`config.mk`:
```
export PLATFORM = sky130hd
export DESIGN_NAME = opg_par
export DESIGN_NICKNAME = d
export VERILOG_FILES = /design/src/rtl/opg_par.sv
export SDC_FILE = /design/constraint.sdc
export NUM_CORES = 1
export LEC_CHECK = 0
export BUFFER_PORTS_ARGS = -buffer_cell sky130_fd_sc_hd__buf_2
export CAP_MARGIN = 10
export CELL_PAD_IN_SITES_DETAIL_PLACEMENT = 0
export CELL_PAD_IN_SITES_GLOBAL_PLACEMENT = 2
export CORE_UTILIZATION = 28
export DETAILED_ROUTE_END_ITERATION = 10
export HOLD_SLACK_MARGIN = 0.06
export PLACE_DENSITY_LB_ADDON = 0.1
export SLEW_MARGIN = 10
export SYNTH_ARGS = -nofsm -noshare
export SYNTH_HDL_FRONTEND = slang
export SYNTH_SLANG_ARGS = --single-unit
```
`constraint.sdc`:
```
create_clock -name clk -period 1.5 [get_ports clk]
set_input_delay 0.15 -clock clk [delete_from_list [all_inputs] [get_ports clk]]
set_output_delay 0.15 -clock clk [all_outputs]
set_load 0.05 [all_outputs]
```
`src/rtl/opg_par.sv`:
```
// Parametrised OFDM pilot/PN burst generator, DW LFSR bits per word.
// Define OPG_SEED_LOAD_EN to enable runtime seed loading.
module opg_par #(
  parameter int                LFSR_W    = 7,
  parameter logic [LFSR_W-1:0] TAPS      = 7'b1001000,
  parameter int                DW        = 1,
  parameter int                BURST_LEN = 127,
  parameter logic [LFSR_W-1:0] SEED_RST  = '1
) (
  input  logic              clk,
  input  logic              rst,
  input  logic              rd_en,
  input  logic              cont,
  input  logic              seed_ld,
  input  logic [LFSR_W-1:0] seed,
  input  logic              out_rdy,
  output logic [DW-1:0]     dout,
  output logic              do_vld,
  output logic              busy,
  output logic              done
);

  localparam int CW = $clog2(BURST_LEN + 1);
  localparam logic [CW-1:0] LAST = CW'(BURST_LEN - 1);

  typedef enum logic {IDLE, RUN} state_t;

  state_t            state;
  logic [LFSR_W-1:0] s;
  logic [LFSR_W-1:0] seed_reg;
  logic [LFSR_W-1:0] seed_src;
  logic [LFSR_W-1:0] src;
  logic [LFSR_W-1:0] nxt;
  logic [DW-1:0]     word;
  logic [CW-1:0]     wcnt;

`ifdef OPG_SEED_LOAD_EN
  logic seed_ok;
  assign seed_ok = seed_ld && (seed != '0);

  always_ff @(posedge clk) begin
    if (rst)
      seed_reg <= SEED_RST;
    else if (state == IDLE && seed_ok)
      seed_reg <= seed;
  end

  // same-cycle load and start uses the new seed directly
  assign seed_src = seed_ok ? seed : seed_reg;
`else
  logic unused_seed;
  assign unused_seed = ^{seed_ld, seed};
  assign seed_reg    = SEED_RST;
  assign seed_src    = seed_reg;
`endif

  assign src = (state == IDLE && !cont) ? seed_src : s;

  always_comb begin
    logic [LFSR_W-1:0] st;
    logic              fb;
    st   = src;
    fb   = 1'b0;
    word = '0;
    for (int k = 0; k < DW; k++) begin
      fb      = ^(st & TAPS);
      word[k] = fb;
      st      = {st[LFSR_W-2:0], fb};
    end
    nxt = st;
  end

  always_ff @(posedge clk) begin
    if (rst) begin
      state  <= IDLE;
      s      <= SEED_RST;
      wcnt   <= '0;
      dout   <= '0;
      do_vld <= 1'b0;
      busy   <= 1'b0;
      done   <= 1'b0;
    end else begin
      done <= 1'b0;
      unique case (state)
        IDLE: begin
          if (rd_en) begin
            state  <= RUN;
            dout   <= word;
            s      <= nxt;
            wcnt   <= '0;
            do_vld <= 1'b1;
            busy   <= 1'b1;
          end
        end
        RUN: begin
          if (out_rdy) begin
            if (wcnt == LAST) begin
              state  <= IDLE;
              do_vld <= 1'b0;
              busy   <= 1'b0;
              done   <= 1'b1;
            end else begin
              dout <= word;
              s    <= nxt;
              wcnt <= wcnt + CW'(1);
            end
          end
        end
        default: state <= IDLE;
      endcase
    end
  end

endmodule

```
== Word-level counts from Yosys, hierarchy flattened ==
Index checks and enable logic that the tools add are counted.

* $add $sub $neg: 1
* Equal/unequal tests: 5
* Mux-type cells: 22
* Bitwise operators: 2
* Reductions and logical operators: 6

{| class="wikitable"
|+ Operators with widths
! cell !! count
|-
| $mux 7 || 7
|-
| $pmux 7 s2 || 2
|-
| $mux 1 || 10
|-
| $add 7x1->7 const B || 1
|-
| $eq 7x7->1 const B || 1
|-
| $reduce_xor 7->1 || 1
|-
| $ne 2x2->1 const B || 3
|-
| $pmux 1 s2 || 3
|-
| $reduce_and 3->1 || 2
|-
| $reduce_or 3->1 || 1
|-
| $ne 2x1->1 const B || 1
|-
| $not 1->1 || 2
|-
| $logic_and 1x1->1 || 1
|-
| $logic_not 1->1 || 1
|}

* Register bits: 18
* Input bits: 13
* Output and inout bits: 4
* Word-level logic and storage cells: 42

== Depth between registers and ports, before layout ==
Gate-level depths: netlist (run 1).

* Word-level depth: 7
* Gate-level depth with buffers: 7
* Gate-level depth less buffers: 6

== Least setup slack after synthesis (run 1) ==
Ideal clock, no wire load.

* Path type: reg-to-reg
* Start: reg wcnt[0]
* End: reg wcnt[5]
* Setup time: 0.080 ns
* Arrival: 1.511 ns
* Data required time: 1.420 ns
* Path slack: -0.090 ns
* Stages on the path, launching flop included: 7
* Path buffers: 0
* Period minus slack after synthesis: 1.590 ns
* Path through: dfxtp_1 > inv_1 > ha_1 > nand2_1 > o31ai_4 > or4_1 > a211oi_2

* Cells in the longest elaborated chain, start to end: 4
* Elaborated cells on any way between the ends: 7
* Classes of those cells: add/sub: 1; eq/ne: 2; mux: 3; reduce/logical: 1

{| class="wikitable"
|+ RTL lines
! what !! line !! source
|-
| from (decl) || 35 || <nowiki>logic [CW-1:0] wcnt;</nowiki>
|-
| from (signal assigned) || 105 || <nowiki>wcnt <= wcnt + CW'(1);</nowiki>
|-
| $add 7x1->7 || 105 ||
|-
| $mux 7 || 97 || <nowiki>if (wcnt == LAST) begin</nowiki>
|-
| $mux 7 || 96 || <nowiki>if (out_rdy) begin</nowiki>
|-
| $pmux 7 s2 || 84 || <nowiki>unique case (state)</nowiki>
|}

Several ways; a longest one is shown, not always the timed one. The select of a mux whose other input is x is not followed.
A chain may end at the register's enable or synchronous reset.

== Final worst setup path (run 1) ==
* Start: reg wcnt[5]
* End: reg s[0]

* Cells in the longest elaborated chain, start to end: 3

{| class="wikitable"
|+ RTL lines
! what !! line !! source
|-
| $eq 7x7->1 || 97 ||
|-
| $ne 2x2->1 (no line) || - ||
|-
| $reduce_and 3->1 (no line) || - ||
|-
| to (signal assigned) || 89 || <nowiki>s <= nxt;</nowiki>
|-
| to (signal assigned) || 104 || <nowiki>s <= nxt;</nowiki>
|-
| to (decl) || 29 || <nowiki>logic [LFSR_W-1:0] s;</nowiki>
|}

No other way between the ends.

==> metrics.md, run 1 <==
| Metric | Value |
|---|---|
| Status | `finished, final reports clean` |
| Root buffer cell | `clkbuf_4` |
| Most frequent cells in the layout | `dfxtp_1 (15), buf_4 (14), nor2_1 (12), buf_2 (8)` |
| Hold_ws | `between 0.1 and 0.15 ns` |
| Die X | `approximately 56 um` |
| Register area share after synthesis | `approximately 45%` |
| Port Buffer Count | `8` |
| Minimum clock period | `about 1.4 ns` |
| Syn Nets | `100` |
| CP Max Fanout | `4` |
| Number of global-route vias before repair | `680` |
| RD Place Congestion | `0.679` |
| Largest cells by area after synthesis | `dfxtp_1 (45%), a22oi_1 (6.5%), nor2_1 (5.6%)` |
| Clock sinks | `18` |
| Most common cell after layout, fill and taps aside | `dfxtp_1` |
| Die Ht | `about 56 um` |
| Vias | `700` |
| Worst setup margin | `between 0.06 and 0.07 ns` |
| DP Worst Slack | `-0.114 ns` |
| Final period util | `between 90% and 100%` |
| Hold Path Class | `input pin to flip-flop` |
| Via-per-instance ratio | `slightly above 5` |
| Relative slew slack | `75.2%` |
| Post-Place Cell Area | `982 um^2` |
| PwrDens | `860 nW/um^2` |
| Clock transition at path regs | `around 0.12 ns` |
| Yosys top cell area share | `roughly 45%` |
| Clock buffer count from CTS | `3` |
| CP required | `1.71 ns` |
| DR pass1 iterations | `4` |
| #FFs+latches synth | `18` |
| First-pass GRT wire length | `3000 um` |
| CP Capture Type | `flip-flop` |
| Design area | `~1100 um^2` |
| DP HPWL | `about 1300 um` |
| Area leader, netlist | `dfxtp_1` |
| Initial antenna violation count | `0` |
| Die footprint | `about 3100 um^2` |
| Worst-Skew Late Latency | `~0.3 ns` |
| Cell count after synthesis | `85` |
| Mean Syn Cell Area | `around 9.5 um^2` |
| Max_cap viols | `0` |
| Share of cells above drive strength 1 | `between 40 and 50%` |
| Total GRT Usage | `approximately 13%` |
| Leak Pwr | `between 0.0004 and 0.0005 uW` |
| Hold Vio Cnt, Final | `0` |
| Htree depth | `1` |
| Num ports | `17` |
| Max Buffers Root-to-Sink | `2` |
| Crit Path Class | `flip-flop to flip-flop` |
| Setup tns final | `0 ns` |
| Yosys cell types | `35` |
| Max IR drop VDD | `between 0.4 and 0.5 mV` |
| Layout area overhead | `34.0%` |
| Cell Area, Synth | `806 um^2` |
| WL per Instance | `roughly 13 um` |
| Actual slew at the worst max-slew pin | `~0.37 ns` |
| Tot Pwr | `between 900 and 1000 uW` |
| Nets | `around 120` |
| ANT nets after route | `0` |
| Crit path launch type | `flip-flop` |
| Final Max Tran Viols | `0` |
| Peak Freq | `roughly 700 MHz` |
| CTS tree | `built` |
| Synthesis Warnings | `0` |
| Initial Util | `29.5%` |
| Global route total overflow | `0` |
| Crit path arrival time | `about 1.6 ns` |
| Final setup skew | `0.00949 ns` |
| Iter 0 DRT Violations | `19` |
| Final Setup Violations | `0` |
| Hold Buf Count CTS | `0` |
| WL final | `about 1700 um` |
| # diodes | `0` |
| FP Rows | `19` |
| Pin count of the biggest net entering global routing | `15` |
| CORE AREA | `2730 um^2` |
| Drc violations | `0` |
[registers in the layout, indices dropped and copies added, names as in the netlist]
name,count
busy,1
done,1
dout,1
s,7
state,1
wcnt,7
[through the flow]
step / std cells / utilization, %
final: 139 / 39.5
after global routing: 139 / 39.5
after CTS: 139 / 37.8
after detailed placement: 135 / 35.9
after global placement: 135 / 35.9
after floorplan: 85 / -
[report_power, final]
| group | total, uW | internal (uW) | leakage (uW) | switching [uW] |
|---|---|---|---|---|
| clock | 312 | 148 | 0.0000210 | 164 |
| combinational | 122 | 51.6 | 0.000285 | 70.6 |
| sequential | 495 | 489 | 0.000148 | 6.62 |
[layer usage]
layer / part of all wire, % / up-vias / GRT usage, %
met5: 0 / - / 0
met4: 2.6 / 0 / 6.43
met3: 3.2 / 5 / 2.56
met2: 46 / 11 / 19.8
met1: 48 / 332 / 16.3
li1: - / 352 / -
[final timing paths]
kind / startpoint / endpoint / slack, ns / cells past startpoint
hold reg to reg: s[2] / s[3] / 0.51 / 2
setup reg to reg: wcnt[5] / s[0] / 0.06 / 4
setup / recovery: wcnt[5] / s[0] / 0.06 / 4
hold / removal: rd_en / state / 0.10 / 2
[final cells by class]
cell class              count  area [um^2]
flip-flops and latches     18          364
well taps                  31         38.8
fillers                   287         1650
repair buffers             23          156
clock buffers               4         36.3
inverters                   5         18.8
multi-input cells          58          465
[critical path: stages, from the launching register on]
cell and delay (ns):
dfxtp_1 0.38, nand4_2 0.19, o21ba_4 0.28, a21o_1 0.19, a221o_1 0.31
[Yosys cell counts]
master,number
a221o_1,1
nand3_1,4
xor2_1,1
a32o_1,1
nor2_1,12
o211a_1,1
and2b_2,1
a21oi_1,3
a211oi_2,1
a211oi_1,1
o21ba_2,1
a21o_1,1
nor3_1,2
a211o_1,1
nor3b_1,1
buf_2,1
a31oi_1,2
inv_1,5
dfxtp_1,18
mux2i_1,1
nand4_2,1
buf_4,1
mux2_1,1
clkbuf_1,2
a22oi_1,7
or3_1,1
o31ai_1,1
o31ai_4,1
nand2_1,4
and2_1,1
nand4_1,1
ha_1,2
and3_1,1
or4_1,1
mux2_4,1
[repair_timing]
action,CTS,global route
setup endpoints to repair,2,12
gates resized for setup,4,10
pin swaps,4,5
setup buffers,1,0
[logic make-up after synthesis]
family	share of synthesized area, %
buffers and inverters	4.81
AOI/OAI and AO/OA	23.0
and+or+nand+nor	18.8
DFF	44.7
muxes	4.50
xor gates and xnor gates	1.09
adders and majority gates	3.11
(Power assumes the default switching activity.)
==> run 2, diff against run 1 <==
- SETUP_SLACK_MARGIN: unset -> 0.2
==> metrics.md, run 2 (synthesized netlist as in run 1, its figures left out) <==
| Metric | Value |
|---|---|
| Status | `finished, final reports clean` |
| Clock network power share | `between 30% and 40%` |
| Worst path depth | `6` |
| Clock buffer count from CTS | `3` |
| RSZ-0062 raised after global routing | `true` |
| Reg power frac | `53.3%` |
| Fillers | `~280` |
| Total GRT Usage | `12.9%` |
| NetSw | `231 uW` |
| Nets | `~120` |
| Most common cell after layout, fill and taps aside | `nor2_1` |
| DP HPWL | `roughly 1300 um` |
| Buf/Inv on CP | `1` |
| Drc violations | `0` |
| Max_cap viols | `0` |
| Pin count of the biggest net entering global routing | `20` |
| Final period util | `94.6%` |
| DP Worst Slack | `between 0.05 and 0.06 ns` |
| Minimum clock period | `approximately 1.4 ns` |
| Biggest regs | `s: 7 flops, wcnt: 7 flops` |
| FP Rows | `19` |
| First-pass GRT wire length | `about 3100 um` |
| Final setup skew | `approximately 0.0029 ns` |
| Htree depth | `1` |
| Internal | `692 uW` |
| Hold Vio Cnt, Final | `0` |
| Global route total overflow | `0` |
| Port Buffer Count | `8` |
| Clock transition at path regs | `about 0.11 ns` |
| Share of cells above drive strength 1 | `51.4%` |
| Die footprint | `approximately 3100 um^2` |
| Worst Reg-to-Reg Cells | `6` |
| RD Place Congestion | `approximately 0.68` |
| WL per Instance | `~13 um` |
| DR pass1 iterations | `4` |
| Num ports | `17` |
| Initial antenna violation count | `0` |
| Iter 0 DRT Violations | `17` |
| CP Max Fanout | `5` |
| ANT nets after route | `0` |
| Die X | `approximately 56 um` |
| PwrDens | `~820 nW/um^2` |
| Max stage delay on crit path | `0.43 ns` |
| Worst flop-to-flop path endpoint | `wcnt[5]` |
| Reg2reg setup slack | `~0.081 ns` |
| Root buffer cell | `clkbuf_4` |
| Cell Chain, Critical Path | `inv_2 > ha_4 > nand2_4 > o31ai_4 > or4_4 > a211oi_2` |
| Final Setup Violations | `0` |
| Via-per-instance ratio | `a little over 5` |
| CP Capture Type | `flip-flop` |
| Number of global-route vias before repair | `approximately 660` |
| Peak Freq | `approximately 700 MHz` |
| Crit path arrival time | `1.63 ns` |
| Most frequent cells in the layout | `nor2_1 (12), dfxtp_1 (11), buf_4 (9), buf_2 (8), a22oi_2 (6)` |
| Final Max Tran Viols | `0` |
| Switching share of total power | `25.1%` |
| Initial Util | `29.5%` |
| Clock sinks | `18` |
| CP required | `1.71 ns` |
| Worst setup margin | `0.0812 ns` |
| Layout area overhead | `40.5%` |
| Vias | `around 700` |
| Setup tns final | `0 ns` |
| Actual slew at the worst max-slew pin | `between 0.3 and 0.4 ns` |
| Die Ht | `around 56 um` |
| CP top delay family | `simple AND/OR/NAND/NOR gates` |
| Relative slew slack | `about three quarters` |
| Max IR drop VDD | `0.527 mV` |
| Crit path to | `wcnt[5]` |
| Hold Path Class | `input pin to flip-flop` |
| Crit Path Class | `flip-flop to flip-flop` |
| Worst-Skew Late Latency | `about 0.28 ns` |
| Crit path launch | `wcnt[0]` |
| CTS tree | `built` |
| Critical-path top delay cell | `or4_4` |
| Max Buffers Root-to-Sink | `2` |
| Reg-to-reg startpoint | `wcnt[0]` |
| Crit path launch type | `flip-flop` |
| # diodes | `0` |
| Leak Pwr | `0.000459 uW` |
| WL final | `between 1500 and 2000 um` |
| CORE AREA | `roughly 2700 um^2` |
| Combinational Power Share | `roughly 15%` |
-- run 2: changes by cell type in the layout (fill, tap and decap cells not counted), moves of 2 or more --
cell and change:
buf_6 +4, dfxtp_4 +3, buf_4 -5, dfxtp_1 -4, a22oi_2 +2, a22oi_1 -2
-- run 2: what timing repair did --
item,CTS,global route
pin swaps,8,6
gates resized for setup,10,13
endpoints found under the setup margin,16,16
hold buffers,0,0
buffers inserted,6,0
-- run 2: layer usage --
metal  up-vias  global-route usage (%)  share of wire, %
li1        352                       -                 -
met1       335                    18.0                50
met2         7                    19.6                46
met3         2                    2.79               2.6
met4         0                    4.29               1.0
met5         -                       0                 0
-- run 2: per-stage QoR --
| stage | total power [uW] | util, % | instances | area [um^2] | hold WS (ns) |
|---|---|---|---|---|---|
| 2_1_floorplan | 582 | - | 85 | 846 | 0.288 |
| 3_3_place_gp | 613 | 35.1 | 128 | 958 | 0.403 |
| 3_5_place_dp | 613 | 35.1 | 128 | 958 | 0.414 |
| 4_1_cts | 939 | 39.2 | 138 | 1070 | 0.102 |
| 5_1_grt | 979 | 41.4 | 138 | 1130 | 0.123 |
| 6_report | 924 | 41.4 | 138 | 1130 | 0.116 |
-- run 2: worst min-delay path by stage --
stage                      from  endpoint  slack [ns]  cells after the start
after floorplan           rd_en     state        0.29                      1
after global placement    rd_en     state        0.40                      2
after detailed placement  rd_en     state        0.41                      2
after CTS                 rd_en     state        0.10                      2
after global routing      rd_en     state        0.12                      2
final                     rd_en     state        0.12                      2
-- run 2: cell type report --
class | count | area (um^2) | share of cell area (%)
multi-input combinational | 58 | 498 | 44.0
sequential | 18 | 377 | 33.3
timing repair buffer | 22 | 164 | 14.5
tap | 31 | 38.8 | 3.43
clock buffer | 4 | 36.3 | 3.20
inverter | 5 | 18.8 | 1.66
-- run 2: power by group through the flow --
stage | registers (uW) | clock network [uW] | logic, uW
3_3_place_gp | 508 | 0 | 105
2_1_floorplan | 514 | 0 | 68.3
6_report | 493 | 296 | 135
3_5_place_dp | 508 | 0 | 104
4_1_cts | 493 | 323 | 124
5_1_grt | 495 | 339 | 145
==> run 3, diff against run 2 <==
- CTS_CLUSTER_SIZE: unset -> 24
- REMOVE_ABC_BUFFERS: unset -> 1
==> metrics.md, run 3 (synthesized netlist as in run 1, its figures left out) <==
| Metric | Value |
|---|---|
| CP Max Fanout | `3` |
| Root buffer cell | `clkbuf_4` |
| Actual slew at the worst max-slew pin | `0.263 ns` |
| Initial Util | `between 20% and 30%` |
| CORE AREA | `2730 um^2` |
| Final Setup Violations | `0` |
| Clock buffer count from CTS | `3` |
| Vias | `between 700 and 800` |
| Leak Pwr | `0.000472 uW` |
| Hold Path Class | `input pin to flip-flop` |
| Worst-Skew Late Latency | `around 0.3 ns` |
| Htree depth | `1` |
| Reg power frac | `around 52%` |
| RSZ-0062 raised after global routing | `true` |
| First-pass GRT wire length | `about 3400 um` |
| Clock transition at path regs | `between 0.1 and 0.15 ns` |
| Dpl cells | `approximately 130` |
| PwrDens | `~800 nW/um^2` |
| Combinational Power Share | `around 15%` |
| Total GRT Usage | `between 10% and 20%` |
| Setup tns final | `0 ns` |
| CTS tree | `built` |
| Clock network power share | `32.7%` |
| ANT nets after route | `0` |
| WL final | `1920 um` |
| Max_cap viols | `0` |
| Hold_ws | `~0.097 ns` |
| CP Capture Type | `flip-flop` |
| Biggest regs | `s: 7 flops, wcnt: 7 flops` |
| Crit path arrival time | `1.57 ns` |
| Num ports | `17` |
| Crit Path Class | `flip-flop to flip-flop` |
| Hold Vio Cnt, Final | `0` |
| Initial antenna violation count | `0` |
| Minimum clock period | `1.38 ns` |
| Crit path launch type | `flip-flop` |
| WL per Instance | `between 10 and 15 um` |
| Final Max Tran Viols | `0` |
| Via-per-instance ratio | `a little over 5` |
| # diodes | `0` |
| Peak Freq | `a little over 700 MHz` |
| Port Buffer Count | `8` |
| Nets | `between 100 and 150` |
| Post-Place Cell Area | `about 960 um^2` |
| Cell Chain, Critical Path | `ha_4 > nand2_4 > o21ba_4 > a21o_1 > a221o_1` |
| FP Rows | `19` |
| Final std cells w/o fill | `around 140` |
| Final setup skew | `0.00671 ns` |
| Design area | `around 1100 um^2` |
| Max stage delay on crit path | `between 0.3 and 0.4 ns` |
| Clock sinks | `18` |
| Max Buffers Root-to-Sink | `2` |
| NetSw | `241 uW` |
| Relative slew slack | `slightly above 80%` |
| Switching share of total power | `approximately a quarter` |
| Final period util | `92.3%` |
| Most frequent cells in the layout | `nor2_1 (12), dfxtp_1 (11), buf_4 (11), buf_2 (8), buf_6 (6)` |
| Die X | `55.6 um` |
| Internal | `around 700 uW` |
| Most common cell after layout, fill and taps aside | `nor2_1` |
| Drc violations | `0` |
| Max IR drop VDD | `around 0.52 mV` |
| Global route total overflow | `0` |
| Pin count of the biggest net entering global routing | `13` |
| Layout area overhead | `41.3%` |
| Number of global-route vias before repair | `a little over 700` |
| DP HPWL | `around 1300 um` |
| DR pass1 iterations | `2` |
| CP required | `approximately 1.7 ns` |
| Critical-path top delay cell | `dfxtp_2` |
| Iter 0 DRT Violations | `12` |
| Die footprint | `between 3000 and 4000 um^2` |
| Share of cells above drive strength 1 | `between 40% and 50%` |
| Status | `finished, final reports clean` |
| Hold Buf Count CTS | `0` |
| Die Ht | `about 56 um` |
| RD Place Congestion | `between 0.6 and 0.7` |
-- run 3: cell types whose count changed in the layout (fill, tap and decap cells not counted), sizes merged --
cell | before | now
buf | 22 | 25
-- run 3: worst paths after layout --
| kind | end | slack, ns | from | depth (start not counted) |
|---|---|---|---|---|
| setup / recovery | s[0] | 0.12 | wcnt[1] | 5 |
| hold / removal | state | 0.1 | rd_en | 2 |
| setup reg to reg | s[0] | 0.12 | wcnt[1] | 5 |
| hold reg to reg | s[0] | 0.51 | s[0] | 1 |
-- run 3: layout make-up --
cell class / instances / area (um^2)
Clock buffer: 4 / 36.3
Fill cell: 286 / 1600
Inverter: 5 / 18.8
Multi-Input combinational cell: 58 / 480
Sequential cell: 18 / 374
Tap cell: 31 / 38.8
Timing Repair Buffer: 25 / 190
-- run 3: repair_timing --
item                       CTS  global route
setup endpoints to repair   16            16
buffers inserted             4             0
resized for setup           27             3
pin swaps                   11             3
-- run 3: per-layer routing --
layer / up-vias / track usage (%) / routed length, um
met1: 336 / 19.1 / 980
met5: - / 0 / 0
met3: 2 / 4.65 / 87
li1: 361 / - / -
met4: 0 / 3.93 / 17
met2: 14 / 21.3 / 830
-- run 3: critical path, delay by kind of cell (launching register included) --
kind / cells / cell delay (ns)
AOI/OAI and AO/OA: 3 / 0.71
adders and majority gates: 1 / 0.14
DFF: 1 / 0.37
and+or+nand+nor: 1 / 0.06
-- run 3: metrics by stage --
stage	util [%]	worst slack [ns]	total power (uW)
after floorplan	-	-0.146	564
after global placement	35.2	-0.0569	618
after detailed placement	35.2	-0.0688	618
after CTS	41.2	0.0956	959
after global routing	41.6	0.0682	993
final	41.6	0.115	938
-- run 3: power by group through the flow --
stage                     Clock [uW]  Combinational (uW)  Sequential, uW
final                            307                 140             492
after global routing             347                 152             494
after CTS                        329                 138             492
after detailed placement           0                 113             506
after global placement             0                 112             505
after floorplan                    0                43.5             521
